`src/rtl/io_bus_receiver.sv`:
```
// io_bus_receiver: device-side receiver for the PDP-8/I negative I/O bus.
// Synchronizes and de-glitches the IOP pulses, decodes the device select
// code and executes IOP1 (skip on flag), IOP2 (clear flag / clear AC) and
// IOP4 (load AC into a one-entry buffer drained by a valid/ready handshake).
module io_bus_receiver #(
    parameter logic [5:0] DEVICE_CODE = 6'o40,
    parameter int         FILTER      = 2
) (
    input  logic        clk,
    input  logic        rst,
    input  logic [5:0]  bmb,
    input  logic        iop1,
    input  logic        iop2,
    input  logic        iop4,
    input  logic [11:0] bac,
    input  logic        dev_flag_set,
    output logic [11:0] data,
    output logic        data_valid,
    input  logic        data_ready,
    output logic        skip,
    output logic        ac_clear,
    output logic        flag,
    output logic        overrun
);

    localparam int CW = (FILTER < 2) ? 1 : $clog2(FILTER + 1);

    typedef enum logic [1:0] {
        IDLE,
        QUAL,
        ACTIVE
    } qual_state_t;

    // Pulse index: 0 = IOP1, 1 = IOP2, 2 = IOP4
    logic [2:0]    iop_meta, iop_s;
    logic [5:0]    bmb_meta, bmb_s;
    logic [11:0]   bac_meta, bac_s;

    qual_state_t   state [3];
    logic [CW-1:0] cnt   [3];
    logic [2:0]    fire;
    logic [2:0]    act;
    logic          sel;
    logic          load;
    logic          ovr_evt;

    // Two-flop synchronizers for all bus-side inputs
    always_ff @(posedge clk or posedge rst) begin
        if (rst) begin
            iop_meta <= '0;
            iop_s    <= '0;
            bmb_meta <= '0;
            bmb_s    <= '0;
            bac_meta <= '0;
            bac_s    <= '0;
        end else begin
            iop_meta <= {iop4, iop2, iop1};
            iop_s    <= iop_meta;
            bmb_meta <= bmb;
            bmb_s    <= bmb_meta;
            bac_meta <= bac;
            bac_s    <= bac_meta;
        end
    end

    // Qualification complete on this edge: the FILTER-th consecutive synced-high sample
    always_comb begin
        fire = '0;
        for (int unsigned i = 0; i < 3; i++) begin
            case (state[i])
                IDLE:    fire[i] = iop_s[i] && (FILTER == 1);
                QUAL:    fire[i] = iop_s[i] && (cnt[i] == CW'(FILTER - 1));
                default: fire[i] = 1'b0;
            endcase
        end
    end

    // Actions only take effect when the synced select matches this device
    always_comb begin
        sel     = (bmb_s == DEVICE_CODE);
        act     = fire & {3{sel}};
        load    = act[2] && (!data_valid || data_ready);
        ovr_evt = act[2] && data_valid && !data_ready;
    end

    // Per-pulse qualifier FSMs: IDLE -> QUAL (count) -> ACTIVE until pulse drops
    always_ff @(posedge clk or posedge rst) begin
        if (rst) begin
            for (int unsigned i = 0; i < 3; i++) begin
                state[i] <= IDLE;
                cnt[i]   <= '0;
            end
        end else begin
            for (int unsigned i = 0; i < 3; i++) begin
                case (state[i])
                    IDLE: begin
                        if (iop_s[i]) begin
                            if (fire[i]) begin
                                state[i] <= ACTIVE;
                            end else begin
                                state[i] <= QUAL;
                                cnt[i]   <= CW'(1);
                            end
                        end
                    end
                    QUAL: begin
                        if (!iop_s[i]) begin
                            state[i] <= IDLE;
                            cnt[i]   <= '0;
                        end else if (fire[i]) begin
                            state[i] <= ACTIVE;
                            cnt[i]   <= '0;
                        end else begin
                            cnt[i]   <= cnt[i] + CW'(1);
                        end
                    end
                    ACTIVE: begin
                        if (!iop_s[i]) begin
                            state[i] <= IDLE;
                        end
                    end
                    default: begin
                        state[i] <= IDLE;
                        cnt[i]   <= '0;
                    end
                endcase
            end
        end
    end

    // Bus feedback: skip / ac_clear held until the synced pulse drops
    always_ff @(posedge clk or posedge rst) begin
        if (rst) begin
            skip     <= 1'b0;
            ac_clear <= 1'b0;
        end else begin
            if (act[0] && flag) begin
                skip <= 1'b1;
            end else if (!iop_s[0]) begin
                skip <= 1'b0;
            end

            if (act[1]) begin
                ac_clear <= 1'b1;
            end else if (!iop_s[1]) begin
                ac_clear <= 1'b0;
            end
        end
    end

    // Device flag and sticky overrun: a set on the same edge beats an IOP2 clear
    always_ff @(posedge clk or posedge rst) begin
        if (rst) begin
            flag    <= 1'b0;
            overrun <= 1'b0;
        end else begin
            if (dev_flag_set) begin
                flag <= 1'b1;
            end else if (act[1]) begin
                flag <= 1'b0;
            end

            if (ovr_evt) begin
                overrun <= 1'b1;
            end else if (act[1]) begin
                overrun <= 1'b0;
            end
        end
    end

    // One-entry data buffer: IOP4 load may coincide with draining the old word
    always_ff @(posedge clk or posedge rst) begin
        if (rst) begin
            data       <= '0;
            data_valid <= 1'b0;
        end else begin
            if (load) begin
                data       <= bac_s;
                data_valid <= 1'b1;
            end else if (data_valid && data_ready) begin
                data_valid <= 1'b0;
            end
        end
    end

endmodule

```
`config.mk`:
```
export PLATFORM = sky130hd
export DESIGN_NAME = io_bus_receiver
export DESIGN_NICKNAME = d
export VERILOG_FILES = /design/src/rtl/io_bus_receiver.sv
export SDC_FILE = /design/constraint.sdc
export NUM_CORES = 1
export LEC_CHECK = 0
export CORE_UTILIZATION = 30
export DETAILED_ROUTE_END_ITERATION = 8
export PLACE_DENSITY_LB_ADDON = 0.1
export SETUP_SLACK_MARGIN = 0.5
export SLEW_MARGIN = 20
export SYNTH_ARGS = -nofsm -noshare
export SYNTH_HDL_FRONTEND = slang
export SYNTH_SLANG_ARGS = --single-unit
export TNS_END_PERCENT = 100
```
`constraint.sdc`:
```
create_clock -name clk -period 3.2 [get_ports clk]
set_input_delay 0.64 -clock clk [delete_from_list [all_inputs] [get_ports clk]]
set_output_delay 0.64 -clock clk [all_outputs]
set_load 0.005 [all_outputs]
```
==> results.sh, run 1 <==
export IMPL_status="finished, final reports clean"
export IMPL_drc_errors=0
export IMPL_power_switching_mw=0.4925
export IMPL_dpl_instance_area_sq_mm=0.002856
export IMPL_cts_sinks=71
export IMPL_cts_root_buf="clkbuf_8"
export IMPL_htreeDepth=3
export IMPL_critPathCaptureType="flip-flop"
export IMPL_p_leak_nw=1.389
export IMPL_cts_tree="done"
export IMPL_cell_internal_pwr_mw=1.673
export IMPL_grt_usage=0.1040
export IMPL_report_final_slew_viol_count=0
export IMPL_synthCells=137
export IMPL_insertion_delay_ns=0.33
export IMPL_cts_resized_gates=0
export IMPL_detail_route_vias_per_cell=4.157
export IMPL_grt_ovfl_total=0
export IMPL_rows=31
export IMPL_hold_ws_ns=0.3497
export IMPL_via_count=1218
export IMPL_crit_required_ns=3.41
export IMPL_clkPwrFrac=0.393
export IMPL_dieWidth_um=90.05
export IMPL_synth_seq_area_share=0.7639
export IMPL_cts_setup_buffers=0
export IMPL_start_util=0.3156
export IMPL_ys_types=26
export IMPL_finalHoldViolCount=0
export IMPL_wl_per_cell_um=12.34
export IMPL_arrival_ns=2.21
export IMPL_die_h_um=90.05
export IMPL_synth_top_flop_cell="dfrtp_1"
export IMPL_die_area_sq_mm=0.008109
export IMPL_worst_path_max_fanout=12
export IMPL_antenna_found_initial=0
export IMPL_syn_area_sq_mm=0.002326
export IMPL_finalWeightedCongestion=0.6419
export IMPL_ios=42
export IMPL_wl_um=3616
export IMPL_grt_pass1_vias=1400
export IMPL_cp_start_kind="flip-flop"
export IMPL_cts_path_max_buffers=2
export IMPL_cts_inserted_buffers=9
export IMPL_syn_area_per_cell_sq_um=16.98
export IMPL_antenna_left=0
export IMPL_combPwrFrac=0.123
export IMPL_maxCapViolations=0
export IMPL_pwr_share_seq=0.484
export IMPL_hpwlAfterDp_um=2467
export IMPL_yosysTopAreaCell="dfrtp_1"
export IMPL_fin_nets=217
export IMPL_relSlewSlack=0.4259
export IMPL_syn_nets=165
export IMPL_diodes=0
export IMPL_yosysWarningCount=0
export IMPL_synth_top_cell_area_share=0.7639
export IMPL_power_density_cell_area_mw_per_mm2=698.2
export IMPL_coreArea_sq_mm=0.007370
export IMPL_grt_pass1_wl_um=6541
export IMPL_hold_buffers=0
export IMPL_drt_first_pass_iters=4
export IMPL_area_growth_pct=33.35
export IMPL_hold_path_class="reg2reg"
export IMPL_clk_pin_slew_ns=0.07
export IMPL_finalInstanceArea_sq_mm=0.003102
export IMPL_swShare=0.2274
export IMPL_rsz0062_at_grt="no"
export IMPL_worstSetupPathType="reg2reg"
export IMPL_drive_gt1_frac=0.1649
export IMPL_port_buffers=41
export IMPL_synth_seq_cells=71
export IMPL_setup_violations=0
export IMPL_period_needed_ns=1.996
export IMPL_grt_max_degree=72
export IMPL_ir_drop_uv=262.3
export IMPL_finClkSkew_ns=0.004226
export IMPL_tightest_slew_ns=0.8612
export IMPL_synth_edf_count=0
export IMPL_drtIter0Drc=50
export IMPL_postSynth_asyncResetShare=1.000
export IMPL_fmaxAchievable_ghz=0.5010
export IMPL_synth_area_leaders="dfrtp_1, mux2_4, ha_1, nor2b_1, a21boi_0"
export IMPL_tns_ns=0
export IMPL_period_share=0.6238
-- power by group through the flow --
stage	clock network, mW	registers [mW]	logic [mW]
after global placement	0	1.06	0.247
after global routing	0.920	1.06	0.301
after detailed placement	0	1.07	0.270
final	0.850	1.05	0.266
after CTS	0.879	1.05	0.272
after floorplan	0	1.05	0.172
-- critical path: stages (launching register included) --
cell and delay (ns):
dfrtp_1 0.36, inv_1 0.07, ha_1 0.21, and4b_1 0.27, nand4_2 0.49, mux2_4 0.48
-- state kept, by name, indices dropped and copies added (netlist names) --
name	flops
data_valid	1
iop_meta	3
bmb_s	6
bac_s	12
bmb_meta	6
cnt	6
ac_clear	1
skip	1
flag	1
iop_s	3
state	6
data	12
bac_meta	12
overrun	1
-- area by class of cell --
| type | instances | area (sq um) |
|---|---|---|
| fill | 686 | 4268 |
| clock inverter | 6 | 107.6 |
| multi-input combinational | 61 | 523.0 |
| tap | 99 | 123.9 |
| sequential | 71 | 1777 |
| timing repair buffer | 42 | 417.9 |
| clock buffer | 10 | 137.6 |
| inverter | 4 | 15.01 |
-- layout by cell type (no fill, tap or decap), types with 2 or more instances in the layout --
| cell | n |
|---|---|
| a21boi_0 | 3 |
| and2_1 | 3 |
| and4b_1 | 2 |
| bufinv_16 | 3 |
| clkbuf_8 | 10 |
| clkdlybuf4s50_1 | 41 |
| clkinv_2 | 2 |
| dfrtp_1 | 71 |
| ha_1 | 3 |
| inv_1 | 3 |
| mux2_2 | 2 |
| mux2_4 | 10 |
| nand2_1 | 4 |
| nand2b_1 | 3 |
| nand3_1 | 4 |
| nand3b_1 | 2 |
| nor2_1 | 3 |
| nor2b_1 | 5 |
| o21a_1 | 3 |
| o21ai_0 | 3 |
| o31ai_1 | 3 |
-- metrics by stage --
stage               setup WS (ns)    util  total power, mW  cells
floorplan                  0.7634       -            1.224    137
detailed placement         0.8193  0.3876            1.337    277
global placement           0.8565  0.3876            1.305    277
global route                1.052  0.4209            2.281    293
CTS                         1.165  0.4209            2.200    293
finish                      1.204  0.4209            2.166    293
-- path summary, 6_finish.rpt --
check | startpoint | endpoint | slack (ns) | cells past startpoint
setup / recovery | cnt[1]$_DFFE_PP0P_ | data[8]$_DFFE_PP0P_ | 1.20 | 5
hold / removal | bac_meta[7]$_DFF_PP0_ | bac_s[7]$_DFF_PP0_ | 0.35 | 0
setup reg to reg | cnt[1]$_DFFE_PP0P_ | data[8]$_DFFE_PP0P_ | 1.20 | 5
hold reg to reg | bac_meta[7]$_DFF_PP0_ | bac_s[7]$_DFF_PP0_ | 0.35 | 0
max in group asynchronous | rst | bmb_s[4]$_DFF_PP0_ | 1.75 | 3
min in group asynchronous | rst | bac_meta[11]$_DFF_PP0_ | 0.89 | 3
-- synth_stat cells (4+ instances only) --
master and number:
dfrtp_1 71, mux2_4 10, nor2b_1 5, inv_1 4, nand2_1 4, nand3_1 4
-- per-layer routing --
metal  vias up  wire length, um  track usage
li1        570                -            -
met1       614             1587       0.1299
met2        27             1840       0.1635
met3         7              133      0.02876
met4         0               55      0.05645
met5         -                0            0
-- logic make-up after synthesis --
family | synth area share
AND/OR/NAND/NOR | 0.08499
flip-flops | 0.7638
adder cells (fa/ha/maj) | 0.01614
AO/OA/AOI/OAI | 0.04519
buffers and inverters | 0.01129
multiplexers | 0.07853
Note: power is estimated with default switching activity, not from simulation.
==> run 2: changes to the inputs <==
clock period = 1.9 ns   (was 3.2 ns; I/O delays follow)
==> results.sh, run 2 (synthesis results as in run 1) <==
export IMPL_wl_um=3930
export IMPL_die_h_um=90.05
export IMPL_top_regs="bac_meta x12, bac_s x12, data x12"
export IMPL_final_cells=309
export IMPL_multi_input_area_sq_um=545.5
export IMPL_rsz0062_at_grt="yes"
export IMPL_grt_usage=0.1099
export IMPL_startpoint="cnt[1]$_DFFE_PP0P_"
export IMPL_dpl_cell_count=279
export IMPL_status="finished, final reports clean"
export IMPL_min_from="bac_meta[7]$_DFF_PP0_"
export IMPL_drt_first_pass_iters=3
export IMPL_clk_pin_slew_ns=0.07
export IMPL_antenna_left=0
export IMPL_antenna_found_initial=0
export IMPL_critPathCaptureType="flip-flop"
export IMPL_crit_path_top_delay_cell="dfrtp_1"
export IMPL_period_share=0.8158
export IMPL_final_common_cell="dfrtp_1"
export IMPL_coreArea_sq_mm=0.007370
export IMPL_fin_util=0.4411
export IMPL_grt_max_degree=72
export IMPL_cts_sinks=71
export IMPL_final_cell_mix="dfrtp_1, clkdlybuf4s50_1, buf_4, clkdlybuf4s15_1, clkbuf_8"
export IMPL_power_mw=3.516
export IMPL_path_buf_inv=2
export IMPL_finalWeightedCongestion=0.6616
export IMPL_wl_per_cell_um=12.72
export IMPL_ir_drop_uv=395.4
export IMPL_relSlewSlack=0.7595
export IMPL_report_final_slew_viol_count=0
export IMPL_path_cells="inv_2 > ha_4 > and4b_2 > nand4_4 > clkbuf_16 > mux2_4"
export IMPL_via_count=1299
export IMPL_arrival_ns=1.77
export IMPL_use_met3=0.05584
export IMPL_start_util=0.3156
export IMPL_cts_tree="done"
export IMPL_drive_gt1_frac=0.2476
export IMPL_p_leak_nw=1.493
export IMPL_period_needed_ns=1.550
export IMPL_busiest_layer="met2"
export IMPL_power_switching_mw=0.8682
export IMPL_insertion_delay_ns=0.34
export IMPL_combPwrFrac=0.150
export IMPL_swShare=0.2469
export IMPL_maxCapViolations=0
export IMPL_pwr_share_seq=0.505
export IMPL_setup_violations=0
export IMPL_cp_start_kind="flip-flop"
export IMPL_grt_pass1_wl_um=6713
export IMPL_grt_ovfl_total=0
export IMPL_met1_usage=0.1258
export IMPL_crit_required_ns=2.12
export IMPL_fmaxAchievable_ghz=0.6452
export IMPL_worstSetupPathType="reg2reg"
export IMPL_cts_path_max_buffers=2
export IMPL_port_buffers=41
export IMPL_max_stage_delay_ns=0.37
export IMPL_power_density_cell_area_mw_per_mm2=1081
export IMPL_die_area_sq_mm=0.008109
export IMPL_rows=31
export IMPL_hold_path_class="reg2reg"
export IMPL_area_growth_pct=39.75
export IMPL_regArea_sq_mm=0.001777
export IMPL_worst_path_max_fanout=6
export IMPL_finalHoldViolCount=0
export IMPL_detail_route_vias_per_cell=4.204
export IMPL_cell_internal_pwr_mw=2.647
export IMPL_ios=42
export IMPL_grt_pass1_vias=1416
export IMPL_use_met2=0.1724
export IMPL_tightest_slew_ns=0.3608
export IMPL_clkPwrFrac=0.345
export IMPL_cts_root_buf="clkbuf_8"
export IMPL_htreeDepth=3
export IMPL_cts_inserted_buffers=9
export IMPL_drc_errors=0
export IMPL_dieWidth_um=90.05
export IMPL_tns_ns=0
export IMPL_crit_family="simple AND/OR/NAND/NOR gates"
export IMPL_hold_ws_ns=0.3475
export IMPL_fillers=674
export IMPL_rr_startpoint="cnt[1]$_DFFE_PP0P_"
export IMPL_fin_nets=234
export IMPL_hpwlAfterDp_um=2480
export IMPL_finClkSkew_ns=0.006105
export IMPL_diodes=0
export IMPL_hold_buffers=0
export IMPL_drtIter0Drc=17
[run 2: stage by stage]
| stage | area, sq um | setup slack (ns) |
|---|---|---|
| after CTS | 3207 | 0.3200 |
| after global placement | 2903 | 0.1455 |
| after detailed placement | 2903 | 0.1022 |
| final | 3251 | 0.3500 |
| after floorplan | 2332 | 0.3912 |
| after global routing | 3251 | 0.2975 |
[run 2: path summary, 6_finish.rpt]
path,end,slack [ns],cells after the start
min in group asynchronous,bac_meta[6]$_DFF_PP0_,0.49,3
setup reg to reg,data[6]$_DFFE_PP0P_,0.35,6
max in group asynchronous,cnt[2]$_DFFE_PP0P_,1.13,3
setup / recovery,data[6]$_DFFE_PP0P_,0.35,6
hold reg to reg,bac_s[7]$_DFF_PP0_,0.35,0
hold / removal,bac_s[7]$_DFF_PP0_,0.35,0
[run 2: what timing repair did]
item,4_1_cts,5_1_grt
gates resized for setup,26,13
gates cloned,1,0
buffers inserted,9,5
setup endpoints to repair,29,26
[run 2: power by group through the flow]
stage                     Clock [mW]  Combinational, mW  Sequential [mW]
after floorplan                    0              0.292             1.77
after global placement             0              0.427             1.78
after detailed placement           0              0.467             1.80
after CTS                       1.26              0.513             1.78
after global routing            1.35              0.597             1.80
final                           1.21              0.529             1.77
[run 2: routing by layer]
layer	wire length, um	up-vias
met4	85	0
met3	201	7
met5	0	-
met2	1951	29
met1	1692	657
li1	-	606
[run 2: area by class of cell]
cell class | count | area share
Sequential cell | 71 | 0.5466
Timing Repair Buffer | 59 | 0.1786
Clock buffer | 11 | 0.04657
Tap cell | 99 | 0.03811
Clock inverter | 4 | 0.01655
Multi-Input combinational cell | 61 | 0.1678
Inverter | 4 | 0.005774
[run 2: worst reg2reg max path, cell delays in order, from the launching register on]
cell,delay (ns)
dfrtp_1,0.37
inv_2,0.08
ha_4,0.12
and4b_2,0.26
nand4_4,0.12
clkbuf_16,0.20
mux2_4,0.29
